`config.mk`:
```
export PLATFORM = sky130hd
export DESIGN_NAME = hazard_ctl
export DESIGN_NICKNAME = d
export VERILOG_FILES = /design/src/rtl/hazard_ctl_pkg.sv /design/src/rtl/hazard_ctl_irq_prio_enc.sv /design/src/rtl/hazard_ctl.sv
export SDC_FILE = /design/constraint.sdc
export NUM_CORES = 1
export LEC_CHECK = 0
export ABC_AREA = 1
export BUFFER_PORTS_ARGS = -buffer_cell sky130_fd_sc_hd__buf_2
export CORE_MARGIN = 2
export CORE_UTILIZATION = 35
export DETAILED_ROUTE_END_ITERATION = 16
export PLACE_DENSITY = 0.71
export SKIP_CTS_REPAIR_TIMING = 1
export SYNTH_ARGS = -nofsm -noshare
export SYNTH_HDL_FRONTEND = slang
export SYNTH_SLANG_ARGS = --single-unit
export TNS_END_PERCENT = 1
```
`constraint.sdc`:
```
create_clock -name clock -period 1.6 [get_ports clock]
set_input_delay 0.32 -clock clock [delete_from_list [all_inputs] [get_ports clock]]
set_output_delay 0.32 -clock clock [all_outputs]
set_load 0.1 [all_outputs]
```
`src/rtl/hazard_ctl_pkg.sv`:
```
// hazard_ctl_pkg
// Shared types and constants for the pipeline hazard controller:
//   state_t     controller FSM states
//   PC_*        encodings driven on hazard_prog_cntr_sel
//   DEF_*       default parameter values (vectors, call word, latencies)
//   vec_addr    interrupt vector computation, wraps modulo 2^14
package hazard_ctl_pkg;

   typedef enum logic [2:0] {
      ST_BOOT     = 3'd0,
      ST_RUN      = 3'd1,
      ST_RET_WAIT = 3'd2,
      ST_INJECT   = 3'd3,
      ST_VECTOR   = 3'd4,
      ST_HALTED   = 3'd5,
      ST_DEAD     = 3'd6
   } state_t;

   localparam logic [2:0] PC_SEQ  = 3'b000;
   localparam logic [2:0] PC_HOLD = 3'b001;
   localparam logic [2:0] PC_INT  = 3'b010;
   localparam logic [2:0] PC_RET  = 3'b011;
   localparam logic [2:0] PC_RST  = 3'b100;

   localparam int          DEF_NUM_IRQ    = 4;
   localparam int          DEF_RET_LAT    = 3;
   localparam logic [13:0] DEF_VEC_BASE   = 14'h0010;
   localparam logic [13:0] DEF_VEC_STRIDE = 14'h0004;
   localparam logic [13:0] DEF_EXC_VEC    = 14'h0008;
   localparam logic [31:0] DEF_CALL_WORD  = 32'h0;

   function automatic logic [13:0] vec_addr(input logic [13:0] base,
                                            input logic [13:0] stride,
                                            input logic [7:0]  idx);
      return base + stride * {6'b0, idx};
   endfunction

endpackage

```
`src/rtl/hazard_ctl_irq_prio_enc.sv`:
```
// irq_prio_enc
// Combinational lowest-index-wins priority encoder.
//   req    in   N      request vector
//   valid  out  1      any request set
//   idx    out  IDX_W  index of lowest set bit (0 when none)
module irq_prio_enc #(
   parameter int N     = 4,
   parameter int IDX_W = 2
) (
   input  logic [N-1:0]     req,
   output logic             valid,
   output logic [IDX_W-1:0] idx
);

   always_comb begin
      valid = |req;
      idx   = '0;
      // Scan downwards so the lowest set index is the last assignment.
      for (int i = N - 1; i >= 0; i--) begin
         if (req[i]) idx = IDX_W'(i);
      end
   end

endmodule

```
`src/rtl/hazard_ctl.sv`:
```
// hazard_ctl
// Pipeline sequencing controller: fetch/decode stalls, PC source select,
// CALL-word injection for interrupt entry, return-address sequencing,
// halt and illegal-opcode handling.
//
// Build option: HAZARD_CTL_EXC_TRAP_EN -- when defined, an illegal opcode
// traps through INJECT/VECTOR to EXC_VEC; otherwise the core goes DEAD.
//
// Ports:
//   clock, nreset                      clock, async active-low reset
//   stall_fetch_req, stall_decode_req  decode-stage stall requests
//   halt, illegal_opcode_exception,
//   return_in_pipeline                 decoded events
//   irq_req, irq_en                    level requests and per-line enables
//   stall_fetch, stall_decode          pipeline holds
//   hazard_prog_cntr_sel               PC source (PC_* encodings)
//   inst_word_sel, hazard_inst_word    IF/ID injection
//   prog_cntr_int_addr                 vector for PC_INT
//   irq_ack                            one-hot, one-cycle acknowledge
//   in_isr, halted                     status
//
// state     | meaning
// ----------+-----------------------------------------------------
// BOOT      | one cycle of reset-vector select after reset
// RUN       | normal flow, stall requests pass straight through
// RET_WAIT  | holding PC until return address reaches MEM/WB
// INJECT    | CALL word forced into IF/ID, PC held
// VECTOR    | PC loads vector, irq acknowledged, handler entered
// HALTED    | core halted, pending IRQ wakes it
// DEAD      | fatal stop, only reset leaves
module hazard_ctl
   import hazard_ctl_pkg::*;
#(
   parameter int          NUM_IRQ    = DEF_NUM_IRQ,
   parameter int          RET_LAT    = DEF_RET_LAT,
   parameter logic [13:0] VEC_BASE   = DEF_VEC_BASE,
   parameter logic [13:0] VEC_STRIDE = DEF_VEC_STRIDE,
   parameter logic [13:0] EXC_VEC    = DEF_EXC_VEC,
   parameter logic [31:0] CALL_WORD  = DEF_CALL_WORD
) (
   input  logic               clock,
   input  logic               nreset,
   input  logic               stall_fetch_req,
   input  logic               stall_decode_req,
   input  logic               halt,
   input  logic               illegal_opcode_exception,
   input  logic               return_in_pipeline,
   input  logic [NUM_IRQ-1:0] irq_req,
   input  logic [NUM_IRQ-1:0] irq_en,
   output logic               stall_fetch,
   output logic               stall_decode,
   output logic [2:0]         hazard_prog_cntr_sel,
   output logic               inst_word_sel,
   output logic [31:0]        hazard_inst_word,
   output logic [13:0]        prog_cntr_int_addr,
   output logic [NUM_IRQ-1:0] irq_ack,
   output logic               in_isr,
   output logic               halted
);

   localparam int IDX_W = (NUM_IRQ > 1) ? $clog2(NUM_IRQ) : 1;
   localparam int CNT_W = (RET_LAT > 1) ? $clog2(RET_LAT) : 1;
   localparam logic [CNT_W-1:0] RET_LOAD = CNT_W'(RET_LAT - 1);

   state_t             state_q, state_d;
   logic [CNT_W-1:0]   cnt_q, cnt_d;
   logic [IDX_W-1:0]   idx_q, idx_d;
   logic               exc_q, exc_d;

   logic               sf_q, sf_d;
   logic               sd_q, sd_d;
   logic [2:0]         pc_q, pc_d;
   logic               isel_q, isel_d;
   logic [31:0]        word_q, word_d;
   logic [13:0]        addr_q, addr_d;
   logic [NUM_IRQ-1:0] ack_q, ack_d;
   logic               isr_q, isr_d;
   logic               halted_q, halted_d;

   logic               enc_valid;
   logic [IDX_W-1:0]   enc_idx;
   logic               irq_run;

   irq_prio_enc #(
      .N     (NUM_IRQ),
      .IDX_W (IDX_W)
   ) u_prio (
      .req   (irq_req & irq_en),
      .valid (enc_valid),
      .idx   (enc_idx)
   );

   // Handler nesting is blocked in RUN; HALTED wakes on the raw pending set.
   assign irq_run = enc_valid & ~isr_q;

   always_comb begin
      state_d = state_q;
      cnt_d   = cnt_q;
      idx_d   = idx_q;
      exc_d   = exc_q;
      addr_d  = addr_q;
      isr_d   = isr_q;

      case (state_q)
         ST_BOOT: state_d = ST_RUN;
         ST_RUN: begin
            if (!stall_decode_req) begin
               if (illegal_opcode_exception) begin
`ifdef HAZARD_CTL_EXC_TRAP_EN
                  state_d = ST_INJECT;
                  exc_d   = 1'b1;
`else
                  state_d = ST_DEAD;
`endif
               end else if (return_in_pipeline) begin
                  state_d = ST_RET_WAIT;
                  cnt_d   = RET_LOAD;
               end else if (irq_run) begin
                  state_d = ST_INJECT;
                  idx_d   = enc_idx;
                  exc_d   = 1'b0;
               end else if (halt) begin
                  state_d = ST_HALTED;
               end
            end
         end
         ST_RET_WAIT: begin
            if (cnt_q == '0) begin
               state_d = ST_RUN;
               isr_d   = 1'b0;
            end else begin
               cnt_d = cnt_q - CNT_W'(1);
            end
         end
         ST_INJECT: begin
            state_d = ST_VECTOR;
            isr_d   = 1'b1;
            addr_d  = exc_q ? EXC_VEC : vec_addr(VEC_BASE, VEC_STRIDE, 8'(idx_q));
         end
         ST_VECTOR: state_d = ST_RUN;
         ST_HALTED: begin
            if (enc_valid) begin
               state_d = ST_INJECT;
               idx_d   = enc_idx;
               exc_d   = 1'b0;
            end
         end
         ST_DEAD: state_d = ST_DEAD;
         default: state_d = ST_BOOT;
      endcase
   end

   // Outputs are decoded from the next state and registered, so an event
   // sampled at one edge shows its action in the following cycle.
   always_comb begin
      sf_d     = 1'b0;
      sd_d     = 1'b0;
      pc_d     = PC_SEQ;
      isel_d   = 1'b0;
      word_d   = '0;
      ack_d    = '0;
      halted_d = 1'b0;

      case (state_d)
         ST_BOOT: pc_d = PC_RST;
         ST_RET_WAIT: begin
            if (cnt_d == '0) begin
               pc_d = PC_RET;
            end else begin
               pc_d = PC_HOLD;
               sf_d = 1'b1;
            end
         end
         ST_INJECT: begin
            isel_d = 1'b1;
            word_d = CALL_WORD;
            sf_d   = 1'b1;
            pc_d   = PC_HOLD;
         end
         ST_VECTOR: begin
            pc_d  = PC_INT;
            ack_d = exc_q ? '0 : (NUM_IRQ'(1) << idx_q);
         end
         ST_HALTED, ST_DEAD: begin
            sf_d     = 1'b1;
            sd_d     = 1'b1;
            pc_d     = PC_HOLD;
            halted_d = 1'b1;
         end
         default: ;
      endcase
   end

   always_ff @(posedge clock or negedge nreset) begin
      if (!nreset) begin
         state_q  <= ST_BOOT;
         cnt_q    <= '0;
         idx_q    <= '0;
         exc_q    <= 1'b0;
         sf_q     <= 1'b0;
         sd_q     <= 1'b0;
         pc_q     <= PC_RST;
         isel_q   <= 1'b0;
         word_q   <= '0;
         addr_q   <= '0;
         ack_q    <= '0;
         isr_q    <= 1'b0;
         halted_q <= 1'b0;
      end else begin
         state_q  <= state_d;
         cnt_q    <= cnt_d;
         idx_q    <= idx_d;
         exc_q    <= exc_d;
         sf_q     <= sf_d;
         sd_q     <= sd_d;
         pc_q     <= pc_d;
         isel_q   <= isel_d;
         word_q   <= word_d;
         addr_q   <= addr_d;
         ack_q    <= ack_d;
         isr_q    <= isr_d;
         halted_q <= halted_d;
      end
   end

   // RUN passes stall requests through with zero latency.
   assign stall_fetch          = (state_q == ST_RUN) ? (stall_fetch_req | stall_decode_req) : sf_q;
   assign stall_decode         = (state_q == ST_RUN) ? stall_decode_req : sd_q;
   assign hazard_prog_cntr_sel = pc_q;
   assign inst_word_sel        = isel_q;
   assign hazard_inst_word     = word_q;
   assign prog_cntr_int_addr   = addr_q;
   assign irq_ack              = ack_q;
   assign in_isr               = isr_q;
   assign halted               = halted_q;

endmodule
```
Word-level counts from Yosys, hierarchy flattened
Cells that the tools add are included.
{ "op_classes": {"addsub": 2, "mul": 0, "div_mod_pow": 0, "magnitude_cmp": 0, "n_eq_ne": 17, "shift": 1, "n_mux": 42, "bitwise": 4, "reduce_logical": 12} }
{ "op_table": {"columns": ["cell", "count"], "rows": [
  ["$mux W2", 14],
  ["$mux W3", 7],
  ["$eq A3 B3 Y1 const B", 6],
  ["$pmux W3 S6", 1],
  ["$eq A3 B2 Y1 const B", 4],
  ["$ne A2 B2 Y1 const B", 6],
  ["$pmux W3 S4", 1],
  ["$mux W1", 11],
  ["$mux W4", 2],
  ["$pmux W2 S2", 2],
  ["$add A5 B4 Y6 const A", 1],
  ["$logic_not A3 Y1", 2],
  ["$mux W6", 1],
  ["$pmux W1 S2", 3],
  ["$reduce_and A6 Y1", 1],
  ["$and A4 B4 Y4", 1],
  ["$logic_not A2 Y1", 2],
  ["$reduce_bool A2 Y1", 2],
  ["$reduce_or A2 Y1", 2],
  ["$reduce_or A4 Y1", 1],
  ["$shl A1 B2 Y4 const A", 1],
  ["$eq A3 B1 Y1 const B", 1],
  ["$reduce_or A3 Y1", 1],
  ["$reduce_and A2 Y1", 1],
  ["other kinds (4)", 4]
]} }
{ "word_totals": {"reg_bits": 33, "latch_bits": 0, "mem_bits_rw": 0, "rom_bits": 0, "word_cells": 89, "n_memories": 0} }

Longest topological paths before layout
{ "depth": {"ltp_word": 11, "depth_mapped": 11, "mapped_depth_nobuf": 11} }

Modules after synthesis
From an unflattened synthesis, not the netlist that was laid out.
{ "hier_totals": {"hier_cells": 179, "hier_area_um2": 1381.3} }
{ "modules_own_cells": {"columns": ["mod", "n_inst", "cells_each", "area_each_um2"], "rows": [
  ["hazard_ctl", 1, 170, 1335.0],
  ["irq_prio_enc", 1, 9, 46.3]
]} }

Worst setup path before layout
OpenSTA, ideal clock, no wires.
{ "synth_timing": {"kind": "register to output", "from": "register state_q[1]", "to": "output port stall_decode", "arrival_time_ns": 2.786, "required_ns": 1.280, "slack_ns": -1.506, "path_stages_with_launch": 5, "path_buffers": 1, "path_cell_list": "dfrtp_1 buf_6 nor2_4 nand2_2 o21ai_0"} }
{ "synth_between": {"elab_chain_len": 2} }
{ "synth_rtl": {"columns": ["item", "line", "source"], "rows": [
  ["start: declaration", "hazard_ctl.sv:65", "state_t state_q, state_d;"],
  ["start signal: assignment", "hazard_ctl.sv:210", "state_q <= state_d;"],
  ["$eq A3 B1 Y1", "hazard_ctl.sv:228", "assign stall_decode = (state_q == ST_RUN) ? stall_decode_req : sd_q;"],
  ["$mux W1", "hazard_ctl.sv:228", null],
  ["end: declaration", "hazard_ctl.sv:51", "output logic stall_decode,"]
]} }
Every way passes these cells.

Worst setup path after layout
{ "layout_timing": {"from": "register state_q[0]", "to": "output port stall_fetch"} }
{ "layout_between": {"elab_chain_len": 2} }
{ "layout_rtl": {"columns": ["item", "line", "source"], "rows": [
  ["$eq A3 B1 Y1", "hazard_ctl.sv:227", "assign stall_fetch = (state_q == ST_RUN) ? (stall_fetch_req | stall_decode_req) : sf_q;"],
  ["$mux W1", "hazard_ctl.sv:227", null],
  ["end: declaration", "hazard_ctl.sv:50", "output logic stall_fetch,"]
]} }
Every way passes these cells.

==> results.ini <==
[outcome]
status = finished with violations
violations = negative setup slack

[grt]
antenna_found_initial = 0
grt_util_all_layers_pct = 11.3
grt_pass1_wl_um = 3790
grt_pass1_vias = 873
overflow = 0
grt_max_degree = 22

[worst_setup_path]
critPathMaxStageDelay_ns = 0.44
worstPathRequired_ns = 1.28
crit_family = flip-flops
reg2regPathDepth = 8
crit_cells = 6
crit_arrival_ns = 1.37
endpoint = stall_fetch
criticalPathCategory = flop to output port
cp-end-kind = output port
rrSetupSlack_ns = 0.06
critPathLaunch = state_q[0]
crit_path_start_kind = flop
r2r-start = state_q[1]
crit_fanout = 4
r2r-end = hazard_prog_cntr_sel[1]
cpMaxStageDelayCell = dfrtp_2
crit_buf_inv = 3
path_cells = inv_4 -> nor2_4 -> nand2_2 -> inv_2 -> o32a_4 -> buf_12

[logic_synthesis]
yosys.area_share.simple_pct = 23.3
synth_top_family_by_area = buffers and inverters
syn-instance-count = 167
synth_mux_area_share_pct = 0
synth_xor_area_share_pct = 0
synth_seq_area_share_pct = 39.3
synth_compound_area_share_pct = 7.46
syn_avg_cell_area_um2 = 8.03
synth-adder-area-share_pct = 0
yosys.cell_types.count = 26
ys_ff_latch = 21
synth_area_um2 = 1340
yosysWarnings = 0

[timing]
fin_skew_ns = 0.00344
min_period_ns = 1.69
maxSlewViolCount = 0
min_period_over_period_pct = 106
fmax_mhz = 590
fin_ws_ns = -0.0949
hold_viol = 0
rsz0062_at_grt = yes
setup_viol = 2

[die]
rows = 22
core-area_um2 = 3660
start_util_pct = 36.6
dieArea_um2 = 4340
die_h_um = 65.9
pin_count = 73
die_w_um = 65.9

[place]
io_buffers = 29
hpwlAfterDp_um = 1940
dpl_cell_area_um2 = 1410
gp_congestion = 0.738

[min_path]
holdCritPathClass = input port to asynchronous set/reset pin

[detailed_routing]
drc_errors = 0
wire_per_inst_um = 9.68
wl_um = 2470
via_per_inst = 4.17
postRouteAntennaNets = 0
drt_iter0_markers = 45
vias = 1063
first_pass_iters = 4

[job]
maxCapViolations = 0

[cts]
cts_tree = done
cts.sinks = 21
clockBufferDepth = 2
cts-buffers-inserted = 3
cts_max_level = 1
clock_latency_ns = 0.26
cts-root-buf = clkbuf_8
path_clk_slew_ns = 0.07

[cells_and_area]
final_common_cell = conb_1
drive_gt1_share_pct = 30.9
area_delta_synth_final_pct = 15.5
nNetsFinal = 223
fillers = 382
diodes = 0
post-route-cell-area_um2 = 1550
layout_common_cells = 43 x conb_1, 37 x nand2_1, 27 x buf_2, 17 x dfrtp_1

cell families after synthesis:
kind of cell	Yosys count
AOI/OAI and AO/OA	14
other	1
buffers and inverters	61
DFF	21
and+or+nand+nor	70
worst min-delay path by stage:
stage | startpoint | to | slack [ns] | cells after the start
global placement | nreset | cnt_q[0] | 0.29 | 1
detailed placement | nreset | cnt_q[1] | 0.29 | 1
CTS | nreset | cnt_q[1] | 0.01 | 1
finish | nreset | prog_cntr_int_addr[4] | 0.004 | 1
global route | nreset | cnt_q[1] | 0.03 | 1
floorplan | nreset | cnt_q[0] | 0.02 | 0
cell usage after synthesis:
| master | number | area share [%] |
|---|---|---|
| a21oi_1 | 5 | 1.9 |
| a21oi_2 | 1 | 0.65 |
| buf_4 | 43 | 24 |
| buf_6 | 1 | 0.84 |
| clkinv_1 | 1 | 0.28 |
| conb_1 | 1 | 0.28 |
| dfrtp_1 | 20 | 37 |
| dfstp_2 | 1 | 2.0 |
| inv_1 | 12 | 3.4 |
| inv_2 | 4 | 1.1 |
| nand2_1 | 37 | 10 |
| nand2_2 | 3 | 1.4 |
| nand3_1 | 10 | 3.7 |
| nand3_2 | 2 | 1.5 |
| nand4_1 | 1 | 0.47 |
| nor2_1 | 12 | 3.4 |
| nor2_2 | 1 | 0.47 |
| nor2_4 | 1 | 0.84 |
| nor3_1 | 2 | 0.75 |
| o21ai_0 | 3 | 1.1 |
| o21ai_1 | 1 | 0.37 |
| o21ai_2 | 1 | 0.65 |
| o21bai_1 | 1 | 0.56 |
| o22ai_4 | 1 | 1.5 |
| o32a_1 | 1 | 0.75 |
| or2_2 | 1 | 0.47 |
sequential cells by signal, summed over array words and instances, names as in the netlist:
register              flops
irq_ack                   4
hazard_prog_cntr_sel      3
prog_cntr_int_addr        3
state_q                   3
cnt_q                     2
idx_q                     2
halted                    1
in_isr                    1
inst_word_sel             1
sf_q                      1
area by class of cell:
class | count | area, um2 | area share [%]
repair buffers | 38 | 243 | 15.7
flip-flops and latches | 21 | 531 | 34.2
well taps | 48 | 60.1 | 3.88
multi-input cells | 127 | 602 | 38.9
clock buffers | 4 | 45.0 | 2.91
inverters | 17 | 68.8 | 4.44
metal layers:
| metal | vias to the layer above | part of all wire (%) | track usage, % |
|---|---|---|---|
| li1 | 518 | - | - |
| met1 | 493 | 38 | 14.0 |
| met2 | 48 | 53 | 19.8 |
| met3 | 4 | 7.3 | 1.19 |
| met4 | 0 | 1.6 | 4.69 |
| met5 | - | 0 | 0 |
metrics by stage:
stage	instances	util (%)	worst slack, ns	hold slack, ns	setup TNS (ns)
after detailed placement	243	38.6	0.0905	0.292	0
after global placement	243	38.6	0.126	0.285	0
after floorplan	209	-	-0.217	0.0244	-0.521
after CTS	247	39.8	-0.194	0.0140	-0.300
after global routing	255	42.3	-0.144	0.0331	-0.288
final	255	42.3	-0.0949	0.00424	-0.144
Power is not shown: default switching activity piles up to over one toggle a cycle in this logic, so the estimate is an artifact.
